`src/rtl/rate_counter_pkg.sv`:
```
// Shared constants for rate_counter: speed-select and direction encodings and the
// default 50 MHz board-clock tick periods.
package rate_counter_pkg;

    localparam logic [1:0] SPD_FAST    = 2'd0;
    localparam logic [1:0] SPD_1HZ     = 2'd1;
    localparam logic [1:0] SPD_HALF    = 2'd2;
    localparam logic [1:0] SPD_QUARTER = 2'd3;

    localparam logic DIR_UP   = 1'b1;
    localparam logic DIR_DOWN = 1'b0;

    localparam int unsigned PERIOD_FAST_DEFAULT    = 1;
    localparam int unsigned PERIOD_1HZ_DEFAULT     = 50_000_000;
    localparam int unsigned PERIOD_HALF_DEFAULT    = 100_000_000;
    localparam int unsigned PERIOD_QUARTER_DEFAULT = 200_000_000;

endpackage

```
`src/rtl/rate_counter_tick_divider.sv`:
```
// Selectable-period tick divider: counts down from PERIODsel-1 and ticks at zero.
// A speed change restarts the period and suppresses the tick for that cycle.
module tick_divider
    import rate_counter_pkg::*;
#(
    parameter int unsigned DIV_W   = 28,
    parameter int unsigned PERIOD0 = PERIOD_FAST_DEFAULT,
    parameter int unsigned PERIOD1 = PERIOD_1HZ_DEFAULT,
    parameter int unsigned PERIOD2 = PERIOD_HALF_DEFAULT,
    parameter int unsigned PERIOD3 = PERIOD_QUARTER_DEFAULT
) (
    input  logic       clock,
    input  logic       reset,
    input  logic       run,
    input  logic [1:0] speed_sel,
    output logic       tick
);

    logic [DIV_W-1:0] div_cnt_q, div_cnt_d;
    logic [1:0]       sel_q, sel_d;
    logic             same_sel;
    logic             div_zero;

    function automatic logic [DIV_W-1:0] reload_value(input logic [1:0] sel);
        logic [DIV_W-1:0] value;
        unique case (sel)
            SPD_FAST:    value = DIV_W'(PERIOD0 - 1);
            SPD_1HZ:     value = DIV_W'(PERIOD1 - 1);
            SPD_HALF:    value = DIV_W'(PERIOD2 - 1);
            SPD_QUARTER: value = DIV_W'(PERIOD3 - 1);
        endcase
        return value;
    endfunction

    always_comb begin
        same_sel  = (speed_sel == sel_q);
        div_zero  = (div_cnt_q == '0);
        // Gated by reset so no tick leaks out while reset is held.
        tick      = reset & run & same_sel & div_zero;
        div_cnt_d = div_cnt_q;
        sel_d     = sel_q;
        if (!same_sel) begin
            div_cnt_d = reload_value(speed_sel);
            sel_d     = speed_sel;
        end else if (run) begin
            div_cnt_d = div_zero ? reload_value(sel_q) : div_cnt_q - DIV_W'(1);
        end
    end

    always_ff @(posedge clock) begin
        if (!reset) begin
            div_cnt_q <= '0;
            sel_q     <= speed_sel;
        end else begin
            div_cnt_q <= div_cnt_d;
            sel_q     <= sel_d;
        end
    end

endmodule

```
`src/rtl/rate_counter.sv`:
```
// Modulo display counter advanced by a selectable-rate tick, with load and wrap pulse.
// Define RATE_COUNTER_DOWN_EN to honour dir; otherwise the counter only counts up.
module rate_counter
    import rate_counter_pkg::*;
#(
    parameter int unsigned WIDTH   = 4,
    parameter int unsigned MODULUS = 16,
    parameter int unsigned DIV_W   = 28,
    parameter int unsigned PERIOD0 = PERIOD_FAST_DEFAULT,
    parameter int unsigned PERIOD1 = PERIOD_1HZ_DEFAULT,
    parameter int unsigned PERIOD2 = PERIOD_HALF_DEFAULT,
    parameter int unsigned PERIOD3 = PERIOD_QUARTER_DEFAULT
) (
    input  logic             clock,
    input  logic             reset,
    input  logic             run,
    input  logic [1:0]       speed_sel,
    input  logic             dir,
    input  logic             load,
    input  logic [WIDTH-1:0] load_value,
    output logic [WIDTH-1:0] count,
    output logic             tick,
    output logic             wrap
);

    localparam logic [WIDTH-1:0] MaxCount = WIDTH'(MODULUS - 1);

    logic [WIDTH-1:0] count_q, count_d;
    logic             wrap_q, wrap_d;

    tick_divider #(
        .DIV_W   (DIV_W),
        .PERIOD0 (PERIOD0),
        .PERIOD1 (PERIOD1),
        .PERIOD2 (PERIOD2),
        .PERIOD3 (PERIOD3)
    ) u_tick_divider (
        .clock     (clock),
        .reset     (reset),
        .run       (run),
        .speed_sel (speed_sel),
        .tick      (tick)
    );

`ifndef RATE_COUNTER_DOWN_EN
    logic unused_dir;
    assign unused_dir = dir;
`endif

    always_comb begin
        count_d = count_q;
        wrap_d  = 1'b0;
        if (load) begin
            count_d = (load_value > MaxCount) ? MaxCount : load_value;
        end else if (tick) begin
`ifdef RATE_COUNTER_DOWN_EN
            if (dir == DIR_DOWN) begin
                wrap_d  = (count_q == '0);
                count_d = wrap_d ? MaxCount : count_q - WIDTH'(1);
            end else
`endif
            begin
                wrap_d  = (count_q == MaxCount);
                count_d = wrap_d ? '0 : count_q + WIDTH'(1);
            end
        end
    end

    always_ff @(posedge clock) begin
        if (!reset) begin
            count_q <= '0;
            wrap_q  <= 1'b0;
        end else begin
            count_q <= count_d;
            wrap_q  <= wrap_d;
        end
    end

    assign count = count_q;
    assign wrap  = wrap_q;

endmodule

```
`config.mk`:
```
export PLATFORM = sky130hd
export DESIGN_NAME = rate_counter
export DESIGN_NICKNAME = d
export VERILOG_FILES = /design/src/rtl/rate_counter_pkg.sv /design/src/rtl/rate_counter_tick_divider.sv /design/src/rtl/rate_counter.sv
export SDC_FILE = /design/constraint.sdc
export NUM_CORES = 1
export LEC_CHECK = 0
export CAP_MARGIN = 20
export CORE_ASPECT_RATIO = 0.5
export CORE_UTILIZATION = 25
export DETAILED_ROUTE_END_ITERATION = 8
export DONT_BUFFER_PORTS = 1
export MAX_ROUTING_LAYER = met4
export SYNTH_ARGS = -nofsm -noshare
export SYNTH_HDL_FRONTEND = slang
export SYNTH_SLANG_ARGS = --single-unit
```
`constraint.sdc`:
```
create_clock -name clock -period 4.8 [get_ports clock]
set_clock_uncertainty 0.2 [all_clocks]
set_input_delay 0.96 -clock clock [delete_from_list [all_inputs] [get_ports clock]]
set_output_delay 0.96 -clock clock [all_outputs]
set_load 0.1 [all_outputs]
```
# After elaboration in Yosys (flattened, before gate mapping)
# Index checks and enable logic that the tools add are counted.
[totals]
reg_bits = 35
output_inout_bits = 6
inputBits = 11
[classes]
mux = 11
addsub = 2
order_cmp = 1
eq_ne = 10
bitwise_logic = 5
n_reduce_logical = 5
[op_table]
columns = ["cell", "n"]
rows = [
  ["case mux 28 bit (4 select lines)", 2],
  ["2-to-1 mux 28 bit", 3],
  ["zero test 28 bit", 1],
  ["subtractor 28 x 1 -> 28 bit, second input constant", 1],
  ["2-to-1 mux 4 bit", 4],
  ["== test 2 bit, second input constant", 4],
  ["adder 4 x 1 -> 4 bit, second input constant", 1],
  ["== test 2 x 1 -> 1 bit, second input constant", 2],
  ["== test 4 bit, second input constant", 1],
  ["> comparator 4 bit, second input constant", 1],
  ["zero test 2 bit", 2],
  ["2-to-1 mux 2 bit", 2],
  ["!= test 2 bit, second input constant", 2],
  ["bitwise AND 1 bit", 3],
  ["OR reduction 3 bit", 1],
  ["== test 2 bit", 1],
  ["NOT 1 bit", 2],
  ["nonzero test 2 bit", 1],
]

# Longest topological paths before layout
[depth]
word_depth = 5
ltp_mapped = 8
depth_no_buf = 8

# Hierarchy
# From an unflattened synthesis, not the netlist that was laid out.
[hier_totals]
hier_cells = 308
area_unflattened_um2 = 2444.8
[by_module_without_submodules]
columns = ["module", "area_each_um2", "cells_each", "n_inst", "seq_area_each_um2"]
rows = [
  ["tick_divider", 2195.9, 279, 1, 620.6],
  ["rate_counter", 249.0, 29, 1, 100.1],
]

# Worst setup path after synthesis
# No wires, ideal clock.
[synth_path]
path_kind = "input port to output port"
start = "input speed_sel[1]"
end = "output tick"
t_arrival_ns = 2.537
required_time_ns = 3.640
path_buffers = 0
cell_stages = 3
slack_ns = 1.103
path_cell_list = "xnor2_1 > nand4_1 > nor4_4"
[synth_via]
elab_chain_len = 3
[synth_lines]
columns = ["element", "line", "rtl"]
rows = [
  ["from (decl)", "rate_counter.sv:17", "input logic [1:0] speed_sel,"],
  ["== test 2 bit", "rate_counter_tick_divider.sv:36", "same_sel = (speed_sel == sel_q);"],
  ["bitwise AND 1 bit (2 in series)", "rate_counter_tick_divider.sv:39", "tick = reset & run & same_sel & div_zero;"],
  ["to (decl)", "rate_counter.sv:22", "output logic tick,"],
]
# No other way between the ends.

# Final worst setup path
[layout_path]
start = "register u_tick_divider.div_cnt_q[24]"
end = "output tick"
[layout_via]
elab_chain_len = 2
[layout_lines]
columns = ["element", "line", "rtl"]
rows = [
  ["from (decl)", "rate_counter_tick_divider.sv:19", "logic [DIV_W-1:0] div_cnt_q, div_cnt_d;"],
  ["from (signal assigned)", "rate_counter_tick_divider.sv:55", "div_cnt_q <= div_cnt_d;"],
  ["zero test 28 bit", "rate_counter_tick_divider.sv:37", "div_zero = (div_cnt_q == '0);"],
  ["bitwise AND 1 bit", "rate_counter_tick_divider.sv:39", ""],
]
# No other way between the ends.

==> PnR_summary.wiki <==
{| class="wikitable"
! Metric !! Value
|-
| Peak clock frequency supported by timing || ~290 MHz
|-
| CTS tree || built
|-
| Final hold viol count || 0
|-
| Register bit count reported by yosys || 35
|-
| Number of buffers inserted for hold repair after clock tree synthesis || 0
|-
| Static leakage || 0.001010 uW
|-
| Tightest Pin Transition || around 1.1 ns
|-
| Clk sinks || 35
|-
| Clock insertion delay at the later pin of the skew report || around 0.28 ns
|-
| Worst hold slack across all endpoints || roughly 0.32 ns
|-
| Largest family of logic cells by synthesized area || simple AND/OR/NAND/NOR gates
|-
| Startpoint type of the worst setup path || flop
|-
| Crit path largest cell delay || 0.69 ns
|-
| Number of nets in the layout || 330
|-
| Pins over their slew limit || 0
|-
| Width of the die || around 140 um
|-
| Initial antenna violation count || 0
|-
| DIE AREA || 10480 um^2
|-
| Area delta synth->final || 12.95%
|-
| Hold Crit Depth || 2
|-
| XOR/XNOR Fraction of Synth Area || under 10%
|-
| Fraction of the yosys area taken by sequential cells || 28.69%
|-
| Total grt overflow || 0
|-
| VDD IR-drop max || between 0.1 and 0.15 mV
|-
| Number of nets produced by synthesis || between 300 and 400
|-
| Maximum root-to-sink buffer count || 2
|-
| Number of enable-type register cells in the synthesized netlist || 2
|-
| Post-CTS clock slew at the launch and capture registers of the worst setup and hold paths || ~0.060 ns
|-
| Setup slack of the worst register-to-register path || between 2 and 2.5 ns
|-
| Number of clock buffers inserted by TritonCTS || 5
|-
| Wire length per cell after detailed routing || between 15 and 20 um
|-
| Total standard cell area after synthesis || about 2500 um^2
|-
| Top area cells in the synthesized netlist || sky130_fd_sc_hd__dfxtp_1 (26%), sky130_fd_sc_hd__a21oi_1 (6.6%), sky130_fd_sc_hd__ha_1 (5.5%)
|-
| Number of distinct library cells after synthesis || between 60 and 70
|-
| Mux cell area share after synthesis || 1.643%
|-
| Half-perimeter wire length of the detailed placement result || approximately 4.8 mm
|-
| Worst reg2reg path depth || 8
|-
| Outcome || complete, no violations
|-
| Detailed Route Iter0 Violations || roughly 210
|-
| Slew Limit Headroom || roughly 28%
|-
| Series of cell instances along the critical path || nor4_2, nand4_4, nor4_4, buf_16
|-
| Post-CTS setup repair buffer count || 0
|-
| Count of mapped cells out of synthesis || 310
|-
| Proportion of synthesized flip-flops having asynchronous set or reset || 0%
|-
| Setup crit end kind || primary output
|-
| Endpoint arrival time on the critical path || approximately 2.3 ns
|-
| Wire length of the first global-routing pass || approximately 11 mm
|-
| Overall fraction of global-route tracks in use || between 10% and 20%
|-
| Input/output buffers || 0
|-
| Worst slack at placement || between 1 and 1.5 ns
|-
| Max-capacitance violation count || 0
|-
| Finished layout cell area || between 2000 and 3000 um^2
|-
| Pre-Repair DR Iteration Count || 5
|-
| WS Path Type || reg -> out
|-
| Prevailing post-synth register cell || sky130_fd_sc_hd__dfxtp_1
|-
| Cell accounting for the most synthesized area || sky130_fd_sc_hd__dfxtp_1
|-
| Via density per instance || about 5.3
|-
| Number of rows in the core area || 25
|-
| FF+latch area || about 720 um^2
|-
| Initial Util || a little over a quarter
|-
| Final critical path time including I/O delays and setup || about 3.5 ns
|-
| Residual DRC count || 0
|-
| Total of fill cells in the finished design || 1040
|-
| Detailed-route wire length || just under 7 mm
|-
| Synth Area in Compound Gates || 28.54%
|-
| Total number of yosys warnings || 0
|-
| Total vias in the final route || between 2k and 2.5k
|-
| Multi-input gate area in the final layout || approximately 1700 um^2
|-
| Count of antenna-violating nets left after detailed routing || 0
|-
| Master of the slowest instance on the critical path || sky130_fd_sc_hd__nor4_4
|-
| Proportion of layout cells with a drive suffix above 1 || approximately 10%
|-
| Ratio of final minimum period to clock period || roughly 73%
|-
| # H-tree levels || 2
|-
| Unrepaired setup endpoints after global routing || false
|-
| Required time of the critical path || ~3.6 ns
|-
| Core outline area || slightly below 10000 um^2
|-
| Synthesized-area fraction occupied by and/or/nand/nor cells || 29.98%
|-
| Final setup violation count || 0
|-
| Power per Cell Area || 369.8 nW/um^2
|-
| Final TNS setup || 0 ns
|-
| Total of cells resized after clock tree synthesis || 0
|-
| Mean instance size in the synthesized netlist || between 8 and 9 um^2
|-
| Number of top-level design ports || 17
|-
| Total placed instance area || roughly 2700 um^2
|-
| Fraction of synthesized cell area taken by the top area cell type || about a quarter
|-
| Placer Congestion || between 0.8 and 0.9
|-
| Highest fanout seen on the critical path || 8
|-
| Worst min-delay path category || reg -> reg
|-
| Via count of the first global-routing pass || around 2.1k
|-
| Ant. Diodes || 0
|-
| Largest net degree at the start of global routing || 35
|-
| Die Y || approximately 73 um
|-
| Setup slack after layout || between 1 and 1.5 ns
|-
| Root buf cell || sky130_fd_sc_hd__clkbuf_16
|-
| Adder-Cell Fraction of Synth Area || under 10%
|}
==> final timing paths <==
path / start / endpoint
worst max-delay path: u_tick_divider.div_cnt_q[24]$_SDFFE_PN0P_ / tick
worst min-delay path: u_tick_divider.div_cnt_q[14]$_SDFFE_PN0P_ / u_tick_divider.div_cnt_q[14]$_SDFFE_PN0P_
worst max register to register: u_tick_divider.div_cnt_q[0]$_SDFFE_PN0P_ / u_tick_divider.div_cnt_q[26]$_SDFFE_PN0P_
worst min register to register: u_tick_divider.div_cnt_q[14]$_SDFFE_PN0P_ / u_tick_divider.div_cnt_q[14]$_SDFFE_PN0P_
==> routing by layer <==
metal	vias up	GRT usage, %	part of all wire, %
li1	1167	-	-
met1	1120	19.38	47
met2	68	21.63	45
met3	6	3.084	6.8
met4	0	4.255	1.0
met5	-	-	0
==> metrics by stage <==
step / power, uW / std cells / utilization [%]
final: 1049 / 444 / 29.55
after global routing: 1104 / 444 / 29.55
after CTS: 1050 / 444 / 29.55
after detailed placement: 671.5 / 436 / 27.79
after global placement: 669.0 / 436 / 27.79
after floorplan: 612.2 / 310 / -
==> state kept, by name, indices dropped and copies added, names as in the netlist <==
register,cells
wrap,1
count,4
u_tick_divider.sel_q,2
u_tick_divider.div_cnt_q,28
==> kinds of logic (layout without fill, tap and decap cells) <==
group / count (synthesis) / count (layout)
and+or+nand+nor: 122 / 122
xor gates and xnor gates: 4 / 4
AOI/OAI and AO/OA: 108 / 108
buffers and inverters: 26 / 25
muxes: 4 / 4
adders and majority gates: 11 / 11
DFF: 35 / 35
==> area by class of cell <==
type / count / area share (%)
timing repair buffer: 3 / 1.499
inverter: 14 / 1.852
tap: 135 / 5.952
clock buffer: 5 / 4.409
multi-input combinational: 249 / 59.35
clock inverter: 3 / 1.543
sequential: 35 / 25.40
==> critical path: cells and delay by family (launching register included) <==
family                 cells  cell delay [ns]
AND/OR/NAND/NOR            3             1.43
flip-flops                 1             0.37
buffers and inverters      1             0.25
==> where the power goes <==
group,switching [uW],internal (uW)
clock,134,245
combinational,168,104
sequential,70.3,328
==> synthesized netlist by cell type (3+ instances only) <==
master and count:
sky130_fd_sc_hd__nand3_1 6, sky130_fd_sc_hd__o31a_1 3, sky130_fd_sc_hd__buf_2 5, sky130_fd_sc_hd__o211a_1 4, sky130_fd_sc_hd__and2_1 3, sky130_fd_sc_hd__inv_1 14, sky130_fd_sc_hd__nor4_2 4, sky130_fd_sc_hd__o211ai_1 3
sky130_fd_sc_hd__nor2_1 29, sky130_fd_sc_hd__a32o_1 3, sky130_fd_sc_hd__o221a_1 4, sky130_fd_sc_hd__o21ai_1 12, sky130_fd_sc_hd__nor4_1 5, sky130_fd_sc_hd__a31oi_1 7, sky130_fd_sc_hd__nand2_1 24, sky130_fd_sc_hd__ha_1 11
sky130_fd_sc_hd__nor3_1 19, sky130_fd_sc_hd__nand4_1 4, sky130_fd_sc_hd__a21oi_1 33, sky130_fd_sc_hd__mux2i_1 3, sky130_fd_sc_hd__nor3_4 3, sky130_fd_sc_hd__clkbuf_1 6, sky130_fd_sc_hd__dfxtp_1 33, sky130_fd_sc_hd__o21ai_0 17
sky130_fd_sc_hd__o21a_1 4
==> cells in the final DEF, fill, tap and decap left out, drive strengths merged, types with 5 or more instances in the layout <==
| cell type | count |
|---|---|
| a21oi | 34 |
| a31oi | 7 |
| clkbuf | 5 |
| dfxtp | 33 |
| ha | 11 |
| inv | 14 |
| nand2 | 24 |
| nand3 | 7 |
| nand4 | 6 |
| nor2 | 29 |
| nor3 | 24 |
| nor4 | 11 |
| o21ai | 29 |
Power figures use the tool's default switching activity.
